--- config.mk ---
export PLATFORM = sky130hd
export DESIGN_NAME = count_ctrl
export DESIGN_NICKNAME = d
export VERILOG_FILES = /design/src/rtl/count_ctrl_pkg.sv /design/src/rtl/count_ctrl_btn_debounce.sv /design/src/rtl/count_ctrl.sv
export SDC_FILE = /design/constraint.sdc
export NUM_CORES = 1
export LEC_CHECK = 0
export ABC_AREA = 1
export CAP_MARGIN = 25
export CORE_UTILIZATION = 25
export DETAILED_ROUTE_END_ITERATION = 10
export SYNTH_ARGS = -nofsm -noshare
export SYNTH_HDL_FRONTEND = slang
export SYNTH_HIERARCHICAL = 1
export SYNTH_SLANG_ARGS = --single-unit
--- constraint.sdc ---
create_clock -name clk -period 1.7 [get_ports clk]
set_clock_uncertainty 0.2 [all_clocks]
set_input_delay 0.255 -clock clk [delete_from_list [all_inputs] [get_ports clk]]
set_output_delay 0.255 -clock clk [all_outputs]
set_load 0.03 [all_outputs]
--- src/rtl/count_ctrl_pkg.sv ---
// rtl/count_ctrl_pkg.sv - shared state/direction types and default timing for count_ctrl
package count_ctrl_pkg;

    typedef enum logic [1:0] {
        IDLE     = 2'd0,
        HOLD     = 2'd1,
        REPEAT   = 2'd2,
        WAIT_REL = 2'd3
    } state_e;

    typedef enum logic {
        UP = 1'b0,
        DN = 1'b1
    } dir_e;

    localparam int DEF_CLK_DIV     = 50_000_000;
    localparam int DEF_DB_CYCLES   = 500_000;
    localparam int DEF_HOLD_CYCLES = 25_000_000;
    localparam int DEF_RPT_CYCLES  = 5_000_000;

    function automatic int max_int(input int a, input int b);
        return (a > b) ? a : b;
    endfunction

endpackage

--- src/rtl/count_ctrl_btn_debounce.sv ---
// rtl/count_ctrl_btn_debounce.sv - 2-FF synchroniser plus debounce counter, outputs accepted level
import count_ctrl_pkg::*;

module btn_debounce #(
    parameter int DB_CYCLES = DEF_DB_CYCLES
) (
    input  logic clk,
    input  logic reset_n,
    input  logic btn_i,
    output logic level_o
);

    localparam int CW = $clog2(DB_CYCLES + 1);

    logic          sync1_q, sync2_q;
    logic          level_q, level_d;
    logic [CW-1:0] cnt_q, cnt_d;

    // Any sample matching the accepted level restarts the stability count.
    always_comb begin
        cnt_d   = '0;
        level_d = level_q;
        if (sync2_q != level_q) begin
            if (cnt_q == CW'(DB_CYCLES - 1)) begin
                level_d = ~level_q;
            end else begin
                cnt_d = cnt_q + CW'(1);
            end
        end
    end

    always_ff @(posedge clk or negedge reset_n) begin
        if (!reset_n) begin
            sync1_q <= 1'b0;
            sync2_q <= 1'b0;
            level_q <= 1'b0;
            cnt_q   <= '0;
        end else begin
            sync1_q <= btn_i;
            sync2_q <= sync1_q;
            level_q <= level_d;
            cnt_q   <= cnt_d;
        end
    end

    assign level_o = level_q;

endmodule

--- src/rtl/count_ctrl.sv ---
// rtl/count_ctrl.sv - inc/dec/en pulse source for one counter stage: prescaler/carry in run mode, buttons in set mode
import count_ctrl_pkg::*;

module count_ctrl #(
    parameter int CLK_DIV     = DEF_CLK_DIV,
    parameter int DB_CYCLES   = DEF_DB_CYCLES,
    parameter int HOLD_CYCLES = DEF_HOLD_CYCLES,
    parameter int RPT_CYCLES  = DEF_RPT_CYCLES,
    parameter bit USE_CARRY   = 1'b0
) (
    input  logic clk,
    input  logic reset_n,
    input  logic run,
    input  logic carry_in,
    input  logic btn_up,
    input  logic btn_dn,
    output logic inc,
    output logic dec,
    output logic en,
    output logic tick
);

    localparam int PW = $clog2(CLK_DIV);
    localparam int TW = $clog2(max_int(HOLD_CYCLES, RPT_CYCLES) + 1);

    logic [PW-1:0] div_q, div_d;
    logic          tick_q, tick_d;
    logic          inc_q, inc_d, dec_q, dec_d, en_q;
    state_e        state_q, state_d;
    dir_e          dir_q, dir_d;
    logic [TW-1:0] timer_q, timer_d, limit;
    logic          up_lvl, dn_lvl, up_prev_q, dn_prev_q;
    logic          act_lvl, opp_lvl, btn_inc, btn_dec, src;

    btn_debounce #(.DB_CYCLES(DB_CYCLES)) u_db_up (
        .clk(clk), .reset_n(reset_n), .btn_i(btn_up), .level_o(up_lvl)
    );

    btn_debounce #(.DB_CYCLES(DB_CYCLES)) u_db_dn (
        .clk(clk), .reset_n(reset_n), .btn_i(btn_dn), .level_o(dn_lvl)
    );

    always_comb begin
        div_d  = '0;
        tick_d = 1'b0;
        if (run) begin
            if (div_q == PW'(CLK_DIV - 1)) begin
                tick_d = 1'b1;
            end else begin
                div_d = div_q + PW'(1);
            end
        end
    end

    always_comb begin
        state_d = state_q;
        dir_d   = dir_q;
        timer_d = '0;
        btn_inc = 1'b0;
        btn_dec = 1'b0;
        act_lvl = (dir_q == UP) ? up_lvl : dn_lvl;
        opp_lvl = (dir_q == UP) ? dn_lvl : up_lvl;
        limit   = (state_q == HOLD) ? TW'(HOLD_CYCLES - 1) : TW'(RPT_CYCLES - 1);
        if (run) begin
            state_d = IDLE;
        end else begin
            case (state_q)
                IDLE: begin
                    // Edge detect so a level still held when run drops never fires.
                    if (up_lvl && dn_lvl) begin
                        state_d = WAIT_REL;
                    end else if (up_lvl && !up_prev_q) begin
                        btn_inc = 1'b1;
                        dir_d   = UP;
                        state_d = HOLD;
                    end else if (dn_lvl && !dn_prev_q) begin
                        btn_dec = 1'b1;
                        dir_d   = DN;
                        state_d = HOLD;
                    end
                end
                HOLD, REPEAT: begin
                    if (!act_lvl) begin
                        state_d = IDLE;
                    end else if (opp_lvl) begin
                        state_d = WAIT_REL;
                    end else if (timer_q == limit) begin
                        btn_inc = (dir_q == UP);
                        btn_dec = (dir_q == DN);
                        state_d = REPEAT;
                    end else begin
                        timer_d = timer_q + TW'(1);
                    end
                end
                WAIT_REL: begin
                    if (!up_lvl && !dn_lvl) begin
                        state_d = IDLE;
                    end
                end
                default: state_d = IDLE;
            endcase
        end
    end

    assign src   = USE_CARRY ? carry_in : tick_q;
    assign inc_d = (run & src) | btn_inc;
    assign dec_d = ~run & btn_dec;

    always_ff @(posedge clk or negedge reset_n) begin
        if (!reset_n) begin
            div_q     <= '0;
            tick_q    <= 1'b0;
            inc_q     <= 1'b0;
            dec_q     <= 1'b0;
            en_q      <= 1'b0;
            state_q   <= IDLE;
            dir_q     <= UP;
            timer_q   <= '0;
            up_prev_q <= 1'b0;
            dn_prev_q <= 1'b0;
        end else begin
            div_q     <= div_d;
            tick_q    <= tick_d;
            inc_q     <= inc_d;
            dec_q     <= dec_d;
            en_q      <= inc_d | dec_d;
            state_q   <= state_d;
            dir_q     <= dir_d;
            timer_q   <= timer_d;
            up_prev_q <= up_lvl;
            dn_prev_q <= dn_lvl;
        end
    end

    assign inc  = inc_q;
    assign dec  = dec_q;
    assign en   = en_q;
    assign tick = tick_q;

endmodule

==> Yosys cells after proc, flatten, opt, wreduce, memory -nomap -nowiden <==
Index checks and enable logic that the tools add are counted.
{ "op_classes": {"add_sub_neg": 4, "mux": 42, "n_eq_ne": 12, "n_reduce_logical": 15, "bitwise_logic": 9} }
{ "op_table": {"columns": ["cell", "count"], "rows": [
  ["2-to-1 mux 25 bit", 6],
  ["2-to-1 mux 19 bit", 4],
  ["2-to-1 mux 26 bit", 2],
  ["adder 19 x 1 -> 19 bit, second input constant", 2],
  ["equality test 19 bit, second input constant", 2],
  ["adder 26 x 1 -> 26 bit, second input constant", 1],
  ["equality test 26 bit, second input constant", 1],
  ["adder 25 x 1 -> 25 bit, second input constant", 1],
  ["equality test 25 bit", 1],
  ["2-to-1 mux 1 bit", 19],
  ["2-to-1 mux 2 bit", 8],
  ["inequality test 5 bit, second input constant", 2],
  ["case mux 2 bit (3 select lines)", 1],
  ["inverter 1 bit", 5],
  ["equality test 2 bit, second input constant", 2],
  ["logical AND 1 bit", 4],
  ["logical NOT 1 bit", 4],
  ["case mux 1 bit (2 select lines)", 2],
  ["AND reduction 2 bit", 2],
  ["AND reduction 4 bit", 1],
  ["inequality test 3 bit, second input constant", 1],
  ["AND reduction 3 bit", 1],
  ["AND 1 bit", 2],
  ["equality test 2 x 1 -> 1 bit, second input constant", 1],
  ["other kinds (5)", 7]
]} }
{ "totals": {"regBits": 104, "output_inout_bits": 4, "elab_cells": 100} }

==> Depth between registers and ports, before layout <==
{ "depth": {"word_depth": 10, "mapped_depth": 11, "mapped_depth_nobuf": 11} }

==> Cells and area by module <==
Netlist, hierarchy kept.
{ "by_module_without_submodules": {"columns": ["mod", "cells_each", "area_per_inst_um2", "seq_area_each_um2", "n_inst"], "rows": [
  ["count_ctrl", 502, 3542.1, 1501.4, 1],
  ["btn_debounce", 147, 1191.1, 550.5, 2]
]} }

==> Least setup slack after synthesis <==
No wires, ideal clock.
{ "synth_timing": {"kind": "reg-to-reg", "startpoint": "register state_q[0]", "endpoint": "register timer_q[11]", "path_buffers": 1, "slack_ns": -0.055, "arrival_ns": 1.484, "required_time_ns": 1.429, "setup_ns": 0.071, "stages_incl_launch_ff": 9, "period_less_slack_ns": 1.755, "cell_sequence": "dfrtp_1 > inv_1 > ha_1 > inv_1 > o21a_1 > nor3_2 > nand2_2 > buf_4 > nor2_1"} }
{ "synth_between": {"elab_chain_len": 8, "word_cells_on_any_way": 10} }
{ "synth_rtl": {"columns": ["element", "line", "source"], "rows": [
  ["start: declaration", "count_ctrl.sv:29", "state_e state_q, state_d;"],
  ["start signal: assignment", "count_ctrl.sv:127", "state_q <= state_d;"],
  ["equality test 2 x 1 -> 1 bit", "count_ctrl.sv:63, count_ctrl.sv:67", null],
  ["2-to-1 mux 25 bit", "count_ctrl.sv:63", "limit = (state_q == HOLD) ? TW'(HOLD_CYCLES - 1) : TW'(RPT_CYCLES - 1);"],
  ["equality test 25 bit", "count_ctrl.sv:87", "end else if (timer_q == limit) begin"],
  ["2-to-1 mux 25 bit", "count_ctrl.sv:87", null],
  ["2-to-1 mux 25 bit", "count_ctrl.sv:85", "end else if (opp_lvl) begin"],
  ["2-to-1 mux 25 bit", "count_ctrl.sv:83", "if (!act_lvl) begin"],
  ["2-to-1 mux 25 bit (*)", "count_ctrl.sv:67", "case (state_q)"],
  ["2-to-1 mux 25 bit (*)", "count_ctrl.sv:64", "if (run) begin"],
  ["via timer_d[11]", "count_ctrl.sv:31", "logic [TW-1:0] timer_q, timer_d, limit;"],
  ["end signal: assignment", "count_ctrl.sv:129", "timer_q <= timer_d;"],
  ["end: declaration", "count_ctrl.sv:31", null]
]} }
The timed path passes the listed nets; every way through them passes the cells marked *.
A chain may end at the register's enable or synchronous reset.

==> Final worst setup path <==
{ "layout_timing": {"startpoint": "register state_q[1]", "endpoint": "register timer_q[3]"} }
Same word-level chain as after synthesis.

==> out/results.ini <==
[timing]
setup_viol=44
drv_slew=0
maxSlewHeadroom_pct=71.5
holdWs_ns=0.132
finalHoldViolCount=0
tightestPinTransition_ns=0.426
rsz0062_at_grt=yes
post-route-period-util_pct=113
max_freq_mhz=522
setup_slack_ns=-0.216
period_minus_slack_ns=1.92

[clocking]
cts_tree=built
clock-root-buffer=clkbuf_16
clockBufferDepth=2
h-tree-depth=3
clk_latency_ns=0.35
clk_pin_slew_ns=0.07
cts_made_buffers=9
clock_sink_count=104

[pwr]
power.leakage_nw=3.24
peakVddDrop_mv=0.435
p_per_area_nw_per_um2=695
switching_share_pct=24.0
p_int_mw=4.02
p_sw_mw=1.27
seq_power_share_pct=48.2
p_clk_share_pct=39.2
comb_power_share_pct=12.7

[die]
io_pins=10
initial_core_util_pct=25.9
dieArea_um2=24300
fp.dieH_um=156
rows=55
dieWidth_um=156
core_um2=22900

[grt]
grt_pass1_wl_um=23100
antenna_found_initial=0
grtUsageTotal_pct=11.7
grt_max_degree=46
grt.overflow.total=0
grt_pass1_vias=4971

[logic_synthesis]
ys_ff_latch=104
synthArstFlopShare_pct=100
syn_inst=796
syn-cell-area_um2=5920
synth.area.top_cells=dfrtp_1, nand2_1, nor2_1, inv_1, nand3_1
synth-edff-count=0
yosysSeqAreaShare_pct=43.9
postSynthAreaPerCell_um2=7.44
yosysTopAreaCellShare_pct=43.9
synth_flop_cell=dfrtp_1
syn-num-nets=809
ys_types=36
ys_warn_count=6
yosys.area.top_type=dfrtp_1

[route]
vias=5147
routedWlPerCell_um=11.3
drt-vias-per-instance=4.28
drt_iter0_markers=315
ant_nets=0
drt_wl_total_um=13500
drc=0
first_pass_iters=5

[place]
dp_hpwl_um=9770
gp_congestion=0.867
port_buffers=8
dp.cells=1173

[layout]
drive_gt1_share_pct=23.1
area_delta_synth_final_pct=28.5
nets=898
mostFrequentLayoutCell=nand2_1
n_antenna_cell=0
n_fill_cell=2401
regArea_um2=2610
fin_util_pct=33.2
multi_input_area_um2=3200
final_cell_mix=nand2_1, nor2_1, inv_1, dfrtp_1, buf_4
finalNonFillerCells=1202

[outcome]
status=complete, but fails checks
violations=setup timing

[worst_setup_path]
cp_max_fo=13
cp-end-kind=register
crit_required_ns=1.78
crit_path_start_kind=register
path_class=reg2reg
arrival_ns=2.00

[run]
drv_cap=0

[worst_hold_path]
min_path_type=in2reg

worst paths after layout:
check / from / to / slack, ns / cells after the start
setup / recovery: state_q[1] / timer_q[3] / -0.22 / 8
hold / removal: btn_dn / u_db_dn/sync1_q / 0.13 / 1
setup reg to reg: state_q[1] / timer_q[3] / -0.22 / 8
hold reg to reg: u_db_up/sync1_q / u_db_up/sync2_q / 0.14 / 0
max in group asynchronous: reset_n / timer_q[1] / 0.60 / 3
min in group asynchronous: reset_n / u_db_up/sync2_q / 0.14 / 2
metrics by stage:
step	TNS, ns	worst slack [ns]	cell area (µm²)	power (mW)
2_1_floorplan	-0.961	-0.0442	5970	2.89
3_3_place_gp	-4.17	-0.188	6890	3.14
3_5_place_dp	-5.91	-0.298	6890	3.14
4_1_cts	-4.28	-0.207	7300	5.34
5_1_grt	-9.98	-0.332	7610	5.56
6_report	-5.17	-0.216	7610	5.29
layout make-up:
cell class	instances	area share, %
clock buffers	12	3.24
flip-flops and latches	104	34.2
inverters	114	5.66
repair buffers	82	9.12
clock inverters	3	0.559
multi-input cells	574	42.1
well taps	313	5.15
state kept, by name (all words and copies together), names as in the netlist, 2 cells and up:
register,flops
timer_q,25
state_q,2
u_db_dn/cnt_q,19
u_db_up/cnt_q,19
div_q,26
per-layer routing:
layer  routed length [µm]  GRT usage (%)
met5                    0              0
met2                 6370           18.8
met3                  422           2.50
met1                 6560           15.7
met4                  191           3.69
power by group through the flow:
stage	registers, mW	logic (mW)	clock network (mW)
6_report	2.55	0.670	2.07
3_5_place_dp	2.60	0.545	0
2_1_floorplan	2.60	0.296	0
3_3_place_gp	2.59	0.547	0
4_1_cts	2.55	0.623	2.17
5_1_grt	2.55	0.752	2.25
repair_timing:
action,in CTS,in global routing
setup endpoints to repair,51,73
cloned,0,1
hold buffers,1,0
setup buffers,5,8
pin swaps,11,30
resized for setup,23,65
endpoints found under the hold margin,104,0
cell usage after synthesis (3+ instances only):
| library cell | instances |
|---|---|
| nor3b_2 | 4 |
| o21ai_0 | 9 |
| nand2_1 | 168 |
| nor3_1 | 26 |
| nand2_2 | 13 |
| nor2_1 | 167 |
| inv_1 | 109 |
| dfrtp_1 | 104 |
| nor2_4 | 7 |
| xnor2_1 | 8 |
| nor2_2 | 16 |
| xor2_1 | 24 |
| inv_2 | 5 |
| a21oi_1 | 10 |
| nand3_2 | 3 |
| ha_1 | 7 |
| o21ai_1 | 11 |
| nand3_1 | 64 |
| o21a_1 | 3 |
| nand4_1 | 13 |
| nor3b_1 | 4 |
worst max-delay path, stage by stage (launching register included):
cell and delay [ns]:
dfrtp_1 0.37, inv_2 0.06, ha_4 0.28, inv_2 0.04
o21a_1 0.21, nor3_4 0.23, nand2_2 0.13, buf_12 0.17
nor3b_2 0.15
cell families after synthesis:
family | share of synthesized area, %
simple gates | 38.0
buf+inv | 7.81
flops | 43.9
compound gates | 3.48
xor+xnor | 5.28
fa+ha+maj | 1.48
(Power assumes the default switching activity.)
